===== config.mk =====
export PLATFORM = sky130hd
export DESIGN_NAME = accu_run_top
export DESIGN_NICKNAME = d
export VERILOG_FILES = /design/src/rtl/accu_pkg.sv /design/src/rtl/press_qualifier.sv /design/src/rtl/accu_run_top.sv
export SDC_FILE = /design/constraint.sdc
export NUM_CORES = 1
export LEC_CHECK = 0
export ABC_AREA = 1
export BUFFER_PORTS_ARGS = -buffer_cell sky130_fd_sc_hd__buf_2
export CORE_MARGIN = 2
export CORE_UTILIZATION = 48
export DETAILED_ROUTE_END_ITERATION = 10
export PLACE_DENSITY = 0.75
export SLEW_MARGIN = 20
export SYNTH_ARGS = -nofsm -noshare
export SYNTH_HDL_FRONTEND = slang
export SYNTH_SLANG_ARGS = --single-unit

===== constraint.sdc =====
create_clock -name clk -period 1.8 [get_ports clk]
set_input_delay 0.54 -clock clk [delete_from_list [all_inputs] [get_ports clk]]
set_output_delay 0.54 -clock clk [all_outputs]
set_load 0.02 [all_outputs]

===== src/rtl/accu_pkg.sv =====
// Shared definitions for the accumulator run detector.
//   state_t     : FSM state encoding shown on state_display
//   STATE_W     : width of the state encoding
//   NEXT_S_RST  : reset value of the synchronised press input. It resets high,
//                 so a button held through reset reads as still pressed.
package accu_pkg;

  localparam int STATE_W = 3;

  typedef enum logic [STATE_W-1:0] {
    IDLE = 3'd0,
    RUN  = 3'd1,
    HIT  = 3'd2,
    LOCK = 3'd4
  } state_t;

  localparam logic NEXT_S_RST = 1'b1;

endpackage


===== src/rtl/press_qualifier.sv =====
// Press qualifier: turns a raw button into a single-cycle accept pulse.
//   clk, reset : system clock, synchronous active-high reset
//   next       : raw button input (asynchronous)
//   in         : raw data bit (asynchronous)
//   accept     : one-cycle pulse, once per qualified high period
//   sample_bit : synchronised data bit to be used with accept
//   next_s     : synchronised button level (used by the FSM to leave LOCK)
module press_qualifier
  import accu_pkg::*;
#(
  parameter int DEB_CYCLES = 2
) (
  input  logic clk,
  input  logic reset,
  input  logic next,
  input  logic in,
  output logic accept,
  output logic sample_bit,
  output logic next_s
);

  localparam int HI_W = $clog2(DEB_CYCLES + 1);
  localparam logic [HI_W-1:0] HI_MAX = HI_W'(DEB_CYCLES);
  localparam logic [HI_W-1:0] HI_ARM = HI_W'(DEB_CYCLES - 1);

  logic            next_s_reg;
  logic            in_s_reg;
  logic [HI_W-1:0] hi_cnt_reg;
  logic            armed_reg;

  always_ff @(posedge clk) begin
    if (reset) begin
      next_s_reg <= NEXT_S_RST;
      in_s_reg   <= 1'b0;
      hi_cnt_reg <= '0;
      armed_reg  <= 1'b0;
    end else begin
      next_s_reg <= next;
      in_s_reg   <= in;
      if (!next_s_reg) begin
        hi_cnt_reg <= '0;
        armed_reg  <= 1'b1;
      end else if (hi_cnt_reg != HI_MAX) begin
        // Saturating at DEB_CYCLES means the HI_ARM value is passed exactly
        // once per high period, giving a single accept however long the hold.
        hi_cnt_reg <= hi_cnt_reg + 1'b1;
      end
    end
  end

  // armed stays low after reset until a release is seen, so a button held
  // through reset cannot be accepted.
  assign accept     = next_s_reg && (hi_cnt_reg == HI_ARM) && armed_reg;
  assign sample_bit = in_s_reg;
  assign next_s     = next_s_reg;

endmodule


===== src/rtl/accu_run_top.sv =====
// Serial run detector: counts consecutive ones on accepted presses and
// reports a hit when the run reaches RUN_LEN.
//   clk, reset    : system clock, synchronous active-high reset
//   next, in      : raw button and data bit
//   mode          : 0 = non-overlapping, 1 = overlapping (sampled on accept)
//   out           : registered, high while in HIT
//   state_display : FSM state encoding
//   run_cnt       : current run length
//   hit_count     : number of hits, wraps
module accu_run_top
  import accu_pkg::*;
#(
  parameter int RUN_LEN    = 3,
  parameter int RUN_W      = 4,
  parameter int DEB_CYCLES = 2,
  parameter int CNT_W      = 8
) (
  input  logic               clk,
  input  logic               reset,
  input  logic               next,
  input  logic               in,
  input  logic               mode,
  output logic               out,
  output logic [STATE_W-1:0] state_display,
  output logic [RUN_W-1:0]   run_cnt,
  output logic [CNT_W-1:0]   hit_count
);

  localparam logic [RUN_W-1:0] RUN_MAX = RUN_W'(RUN_LEN);

  logic accept;
  logic sample_bit;
  logic next_s;

  state_t           state_reg, state_next;
  logic [RUN_W-1:0] run_reg, run_next;
  logic [CNT_W-1:0] hit_reg, hit_next;
  logic             out_reg;

  press_qualifier #(
    .DEB_CYCLES(DEB_CYCLES)
  ) u_press_qualifier (
    .clk       (clk),
    .reset     (reset),
    .next      (next),
    .in        (in),
    .accept    (accept),
    .sample_bit(sample_bit),
    .next_s    (next_s)
  );

  always_comb begin
    state_next = state_reg;
    run_next   = run_reg;
    hit_next   = hit_reg;
    if (state_reg == LOCK) begin
      if (!next_s) begin
        state_next = IDLE;
      end
    end else if (accept) begin
      if (!sample_bit) begin
        run_next   = '0;
        state_next = IDLE;
      end else if (run_reg >= RUN_MAX - 1'b1) begin
        // min(run+1, RUN_LEN) == RUN_LEN; in overlapping mode the run stays
        // full so every further one is another hit.
        run_next   = mode ? RUN_MAX : '0;
        hit_next   = hit_reg + 1'b1;
        state_next = HIT;
      end else begin
        run_next   = run_reg + 1'b1;
        state_next = RUN;
      end
    end
  end

  always_ff @(posedge clk) begin
    if (reset) begin
      state_reg <= LOCK;
      run_reg   <= '0;
      hit_reg   <= '0;
      out_reg   <= 1'b0;
    end else begin
      state_reg <= state_next;
      run_reg   <= run_next;
      hit_reg   <= hit_next;
      out_reg   <= (state_next == HIT);
    end
  end

  assign out           = out_reg;
  assign state_display = state_reg;
  assign run_cnt       = run_reg;
  assign hit_count     = hit_reg;

endmodule


Word level (Yosys, flattened, before mapping)

Index checks and enable logic that the tools add are counted.

Logic and storage cells: 31
Register bits after elaboration: 21
Output and inout port bits: 16
Bits of input ports: 5

Bitwise gates (word level): 2
Equal/unequal tests: 4
$add $sub $neg: 3
$lt $le $gt $ge: 1
Muxes and demuxes: 8
Reductions and logical operators: 5

Operators with widths:

| operator                                                           | count |
|---|---|
| 2-to-1 mux 3 bit                                                   | 3 |
| adder 8 x 1 -> 8 bit (second input constant)                       | 1 |
| 2-to-1 mux 4 bit                                                   | 2 |
| 2-to-1 mux 2 bit                                                   | 3 |
| adder 4 x 1 -> 4 bit (second input constant)                       | 1 |
| greater-or-equal comparator 4 x 2 -> 1 bit (second input constant) | 1 |
| AND reduction 4 bit                                                | 1 |
| == test 3 x 2 -> 1 bit (second input constant)                     | 1 |
| == test 3 bit (second input constant)                              | 1 |
| adder 2 x 1 -> 2 bit (second input constant)                       | 1 |
| == test 2 x 1 -> 1 bit (second input constant)                     | 1 |
| logical AND 1 bit                                                  | 2 |
| != test 2 bit (second input constant)                              | 1 |
| inverter 1 bit                                                     | 2 |
| AND reduction 2 bit                                                | 1 |
| OR reduction 2 bit                                                 | 1 |

Logic depth before layout (Yosys ltp)

Gate-level depths: netlist (run 1).

Word-level depth: 6
Mapped depth: 10
Depth with buffers taken out: 10

Hierarchy

A second synthesis (run 1) with hierarchy kept.

Cell total of the unflattened synthesis: 133
Area, all modules: 1,038.5 µm²

Modules (own cells, without submodules):

| module          | cells an instance | times used | area an instance (µm²) |
|---|---|---|---|
| accu_run_top    | 106               | 1          | 829.5 |
| press_qualifier | 27                | 1          | 209.0 |

Worst setup path after synthesis (run 1)

No wires, ideal clock.

Kind: flip-flop to flip-flop
Start point: register run_reg[0], in the netlist run_cnt[0]
End point: register hit_reg[1], in the netlist hit_count[1]
Path buffers: 1
Setup time: 116 ps
Slack: 251 ps
Cell stages (with the launch flop): 10
Data arrival time: 1,433 ps
Data required time: 1,684 ps
Period minus slack after synthesis: 1,549 ps
Cells stage by stage: dfxtp_1 inv_1 ha_1 nor2_1 nand2_1 nand2_1 nor2_4 buf_6 o21ai_0 nor2_1

Cells in the longest elaborated chain, start to end: 2

RTL lines:

| what                                       | line               | RTL |
|---|---|---|
| from (decl)                                | accu_run_top.sv:36 | `logic [RUN_W-1:0] run_reg, run_next;` |
| from (signal assigned)                     | accu_run_top.sv:85 | `run_reg <= run_next;` |
| greater-or-equal comparator 4 x 2 -> 1 bit | accu_run_top.sv:64 | `end else if (run_reg >= RUN_MAX - 1'b1) begin` |
| AND reduction 4 bit (no source line)       | --                 |  |
| to (signal assigned)                       | accu_run_top.sv:86 | `hit_reg <= hit_next;` |
| to (decl)                                  | accu_run_top.sv:37 | `logic [CNT_W-1:0] hit_reg, hit_next;` |

No other way between the ends.
A chain may end at the register's enable or synchronous reset.

Worst setup path after layout (run 1)

Start point: register run_reg[0], in the netlist run_cnt[0]
End point: register out_reg, in the netlist out

Cells in the longest elaborated chain, start to end: 6

RTL lines:

| what                                       | line               | RTL |
|---|---|---|
| greater-or-equal comparator 4 x 2 -> 1 bit | accu_run_top.sv:64 |  |
| 2-to-1 mux 2 bit                           | accu_run_top.sv:64 |  |
| 2-to-1 mux 2 bit                           | accu_run_top.sv:61 | `if (!sample_bit) begin` |
| 2-to-1 mux 3 bit                           | accu_run_top.sv:60 | `end else if (accept) begin` |
| 2-to-1 mux 3 bit                           | accu_run_top.sv:56 | `if (state_reg == LOCK) begin` |
| == test 3 x 2 -> 1 bit                     | accu_run_top.sv:87 | `out_reg <= (state_next == HIT);` |
| to (signal assigned)                       | accu_run_top.sv:87 |  |
| to (decl)                                  | accu_run_top.sv:38 | `logic out_reg;` |

No other way between the ends.

==> results of run 1 <==
[synth_stat cells (all sizes together)]
cell type | number | area (sq um)
a211oi | 1 | 7.510
a21boi | 1 | 7.510
a21oi | 13 | 72.57
buf | 1 | 11.26
clkbuf | 1 | 3.750
dfxtp | 21 | 420.4
ha | 5 | 62.56
inv | 13 | 48.80
nand2 | 30 | 125.1
nand3 | 12 | 60.06
nor2 | 20 | 85.08
nor3 | 1 | 5.000
nor3b | 1 | 7.510
o211ai | 1 | 7.510
o21ai | 2 | 10.01
or2 | 1 | 6.260
xnor2 | 1 | 8.760
[report_power, final]
group          switching, mW  leakage [nW]  internal (mW)  total [mW]
Sequential           0.00921         0.171          0.477       0.486
Clock                  0.125        0.0150         0.0863       0.212
Combinational         0.0358         0.343         0.0223      0.0582
Total                  0.170         0.529          0.586       0.756
[worst min path at each step]
| stage | start | end | cells after the start | slack (ns) |
|---|---|---|---|---|
| final | next | u_press_qualifier.next_s | 2 | 0.42 |
| after global routing | next | u_press_qualifier.next_s | 2 | 0.39 |
| after CTS | next | u_press_qualifier.next_s | 2 | 0.40 |
| after detailed placement | run_cnt[3] | run_cnt[3] | 2 | 0.46 |
| after global placement | run_cnt[3] | run_cnt[3] | 2 | 0.45 |
| after floorplan | u_press_qualifier.hi_cnt_reg[0] | u_press_qualifier.hi_cnt_reg[0] | 2 | 0.45 |
[critical path: cells and delay by family, from the launching register on]
kind	cells	cell delay (ns)
buffers and inverters	2	0.12
adder cells (fa/ha/maj)	1	0.19
AND/OR/NAND/NOR	7	0.74
flip-flops	1	0.41
[cell families (layout without fill, tap and decap cells)]
logic type               Yosys count  after routing
adder cells (fa/ha/maj)            5              5
buffers and inverters             15             37
AND/OR/NAND/NOR                   65             65
AO/OA/AOI/OAI                     18             18
XOR/XNOR                           1              1
flip-flops                        21             21
[per-stage QoR]
stage               utilization  cell area, sq um  total power [mW]
floorplan                     -             949.7            0.5398
global placement         0.5560              1069            0.5523
detailed placement       0.5560              1069            0.5551
CTS                      0.5697              1095            0.7704
global route             0.5697              1095            0.8056
finish                   0.5697              1095            0.7563
[metal layers]
layer / up-vias / wire length [microns] / track usage
li1: 443 / - / -
met1: 393 / 744 / 0.1854
met2: 18 / 821 / 0.2940
met3: 2 / 88 / 0.04630
met4: 0 / 14 / 0.05714
met5: - / 0 / 0
[area by class of cell]
| type | count | area, sq um |
|---|---|---|
| inverters | 13 | 48.80 |
| repair buffers | 20 | 100.1 |
| well taps | 27 | 33.78 |
| fillers | 206 | 827.0 |
| flip-flops and latches | 21 | 420.4 |
| multi-input cells | 89 | 465.4 |
| clock buffers | 4 | 26.28 |
==> results.yml, run 1 <==
cells_and_area:
  final_cells: 174
  layout_commonest_cell: "nand2_1"
  num-nets-final: 158
  antenna-diode-count: 0
  largest_register_ffs: 8
  final_cell_mix: "27 x nand2_1, 21 x dfxtp_1, 20 x buf_2"
  drive_gt1_frac: 0.2109
  area_delta_synth_final_pct: 15.28
routing:
  wl_per_cell_microns: 9.592
  drt_iter0_markers: 12
  detail-route-antenna-nets: 0
  dr_total_vias: 856
  drc: 0
  firstDrtPassIters: 4
  viasPerCell: 4.920
  routed_wl_mm: 1.669
logic_synthesis:
  yosysUniqueCellTypes: 22
  synth_fa_ha_area_frac: 0.06588
  synth_mux_area_frac: 0
  ys_warn_count: 0
  synth_xor_area_frac: 0.009223
  synth_seq_cells: 21
  synth_nets: 135
  postSynthCellCount: 125
  synth_top_family_by_area: "simple AND/OR/NAND/NOR gates"
  ys_seq_area_frac: 0.4427
  netlist_area_sq_um: 949.7
  synth-compound-area-share: 0.1107
  syn_area_per_cell_sq_um: 7.597
  synth-simple-area-share: 0.3043
global_route:
  antenna_found_initial: 0
  grt_max_degree: 13
  grt_pass1_vias: 763
  grt_usage: 0.1637
  grt-ovfl-total: 0
  grt_pass1_wl_mm: 3.008
clocking:
  htreeDepth: 1
  cts_tree: "done"
  post-cts-setup-buffers: 0
  clock_path_buffers: 2
  hold_buffers: 0
  clk_latency_ns: 0.29
  clkSinkCount: 21
  cts_root_buf: "clkbuf_4"
  cts-buffers-inserted: 3
  cts_resized: 0
  clkTransAtPathRegs_ns: 0.10
timing:
  maxSlewViolCount: 0
  finalSetupViolCount: 0
  whs_ns: 0.4180
  max_freq_mhz: 648.9
  fin_crit_sh: 0.8561
  rsz0062_at_grt: "false"
  relSlewSlack: 0.8077
  setup_ws_ns: 0.2590
  hold_violations: 0
  min_period_ns: 1.541
  fin_setup_tns_ns: 0
  worst_pin_slew_ns: 0.2877
  skew_ns: 0.002685
place:
  place.gp.congestion: 0.7758
  dp_hpwl_mm: 1.283
  io_buffers: 20
  dp_slack_ns: 0.2754
  placed_cells: 170
floorplan:
  design.die.area_sq_um: 2350
  core_area_sq_um: 1922
  dieWidth_microns: 48.48
  num_io_pins: 21
  rows: 16
  fp.dieH_microns: 48.48
  start_util: 0.4941
critical_path:
  path_cells: "inv_1, ha_1, nor2_1, nand2_1, nand2_1, inv_1, nand2_1, nand2_1, nand2_1, nor2_1"
  cp-end-kind: "register"
  worstPathRequired_ns: 2.00
  ff2ff_setup_slack_ns: 0.26
  critPathLaunch: "run_cnt[0]"
  arrival_ns: 1.74
  critPathLaunchType: "register"
  cp_slowest_cell: "dfxtp_1"
  critical_path_class: "register to register"
  crit_top_cell: "nand2_1"
  r2r_end: "out"
  crit_fanout: 6
  critPathCapture: "out"
  max_stage_delay_ns: 0.41
  r2r-start: "run_cnt[0]"
  ff2ff_path_depth: 10
min_path:
  hold_class: "primary input to register"
flow_run:
  max-cap-violations: 0
pwr:
  ir_drop_uv: 569.1
  power.leakage_nw: 0.5287
  power_density_nw_per_um2: 690.8
outcome:
  status: "finished clean"
(Power assumes the default switching activity.)
==> run 2, diff against run 1 <==
CTS_BUF_LIST = sky130_fd_sc_hd__clkbuf_16   (was unset)
==> run 2 against run 1 <==
  * Final cell count stayed put
  * Power up 31%
  * First-iteration DRC count down 17%
  * Core utilization increased by 2.7 points
  * Register-to-register slack got worse by 0.02 ns
  * Die area stayed put
  * Clock power rose by 110%
  * Fmax shrank 1.6%
  * Critical endpoint unchanged
  * Largest cell class unchanged
  * Largest power group unchanged
==> results.yml, run 2 (synthesis gave the netlist of run 1 again) <==
timing:
  min_period_ns: 1.566
  finalSetupViolCount: 0
  fin_crit_sh: 0.8698
  worst_pin_slew_ns: 0.2916
  fin_setup_tns_ns: 0
  rsz0062_at_grt: "false"
  hold_violations: 0
  max_freq_mhz: 638.7
  skew_ns: 0.002117
  relSlewSlack: 0.8051
  maxSlewViolCount: 0
  setup_ws_ns: 0.2344
global_route:
  grt_usage: 0.1716
  antenna_found_initial: 0
  grt_max_degree: 13
  grt-ovfl-total: 0
  grt_pass1_vias: 775
  grt_pass1_wl_mm: 3.146
critical_path:
  path_cells: "inv_1, ha_1, nor2_1, nand2_1, nand2_1, inv_1, nand2_1, nand2_1, nand2_1, nor2_1"
  critPathLaunchType: "register"
  cp-end-kind: "register"
  cp_slowest_cell: "dfxtp_1"
  crit_fanout: 6
  crit_top_cell: "nand2_1"
  worstPathRequired_ns: 1.95
  path_buf_inv: 2
  max_stage_delay_ns: 0.39
  arrival_ns: 1.71
  critical_path_class: "register to register"
  cp_top_family: "simple AND/OR/NAND/NOR gates"
floorplan:
  fp.dieH_microns: 48.48
  start_util: 0.4941
  dieWidth_microns: 48.48
  design.die.area_sq_um: 2350
  rows: 16
  core_area_sq_um: 1922
  num_io_pins: 21
routing:
  routed_wl_mm: 1.792
  detail-route-antenna-nets: 0
  drt_iter0_markers: 10
  firstDrtPassIters: 5
  wl_per_cell_microns: 10.30
  dr_total_vias: 860
  drc: 0
  viasPerCell: 4.943
pwr:
  ir_drop_uv: 761.4
  p_total_uw: 994.3
  power.leakage_nw: 0.5561
  seqPwrFrac: 0.490
  power_density_nw_per_um2: 866.6
  clockPowerShare: 0.451
  p_comb_frac: 0.059
  p_sw_uw: 198.6
  p_int_uw: 795.7
  swShare: 0.1998
clocking:
  hold_buffers: 0
  clock_path_buffers: 2
  cts_tree: "done"
  cts-buffers-inserted: 3
  clkTransAtPathRegs_ns: 0.05
  clk_latency_ns: 0.25
  cts_resized: 0
  clkSinkCount: 21
  post-cts-setup-buffers: 0
  cts_root_buf: "clkbuf_16"
  htreeDepth: 1
cells_and_area:
  stdcell_area_sq_um: 1147
  num-nets-final: 158
  final_cell_mix: "27 x nand2_1, 21 x dfxtp_1, 20 x buf_2"
  layout_commonest_cell: "nand2_1"
  antenna-diode-count: 0
  drive_gt1_frac: 0.2109
  area_delta_synth_final_pct: 20.82
  largest_register_ffs: 8
place:
  dp_hpwl_mm: 1.283
  place_area_sq_um: 1069
  io_buffers: 20
  place.gp.congestion: 0.7758
  dp_slack_ns: 0.2754
min_path:
  hold_class: "register to register"
outcome:
  status: "finished clean"
flow_run:
  max-cap-violations: 0
[run 2: cell count changes in the layout (fill, tap and decap cells not counted)]
cell / change
clkbuf_16: +3
clkbuf_4: -3
clkbuf_1: -1
inv_1: +1
[run 2: power by group through the flow]
stage | clock network (mW) | logic, mW | registers (mW)
global route | 0.483 | 0.0679 | 0.489
global placement | 0 | 0.0557 | 0.497
finish | 0.448 | 0.0586 | 0.487
detailed placement | 0 | 0.0577 | 0.497
CTS | 0.457 | 0.0588 | 0.487
floorplan | 0 | 0.0420 | 0.498
[run 2: final cells by class]
cell class	instances	area, sq um
clock inverter	1	3.754
clock buffer	3	75.07
sequential	21	420.4
multi-input combinational	89	465.4
tap	27	33.78
fill	196	774.5
inverter	13	48.80
timing repair buffer	20	100.1
[run 2: per-stage QoR]
stage / hold slack (ns) / util / instances
after global routing: 0.4635 / 0.5970 / 174
after global placement: 0.4486 / 0.5560 / 170
after floorplan: 0.4511 / - / 125
after detailed placement: 0.4607 / 0.5560 / 170
after CTS: 0.4675 / 0.5970 / 174
final: 0.4658 / 0.5970 / 174
[run 2: final timing paths]
check | startpoint | to | slack [ns] | depth (start not counted)
worst max-delay path | run_cnt[0] | out | 0.23 | 10
worst min-delay path | run_cnt[3] | run_cnt[3] | 0.47 | 2
worst max register to register | run_cnt[0] | out | 0.23 | 10
worst min register to register | run_cnt[3] | run_cnt[3] | 0.47 | 2
[run 2: worst reg2reg max path, stage by stage, from the launching register on]
cell and delay (ns):
dfxtp_1 0.39, inv_1 0.06, ha_1 0.19, nor2_1 0.17, nand2_1 0.13, nand2_1 0.14
inv_1 0.05, nand2_1 0.16, nand2_1 0.07, nand2_1 0.07, nor2_1 0.03
[run 2: layer usage]
metal  vias up  track usage  part of all wire
met3         2      0.05556             0.046
met1       395       0.1893              0.44
met2        19       0.3171              0.51
li1        444            -                 -
met4         0      0.04286            0.0073
met5         -            0                 0
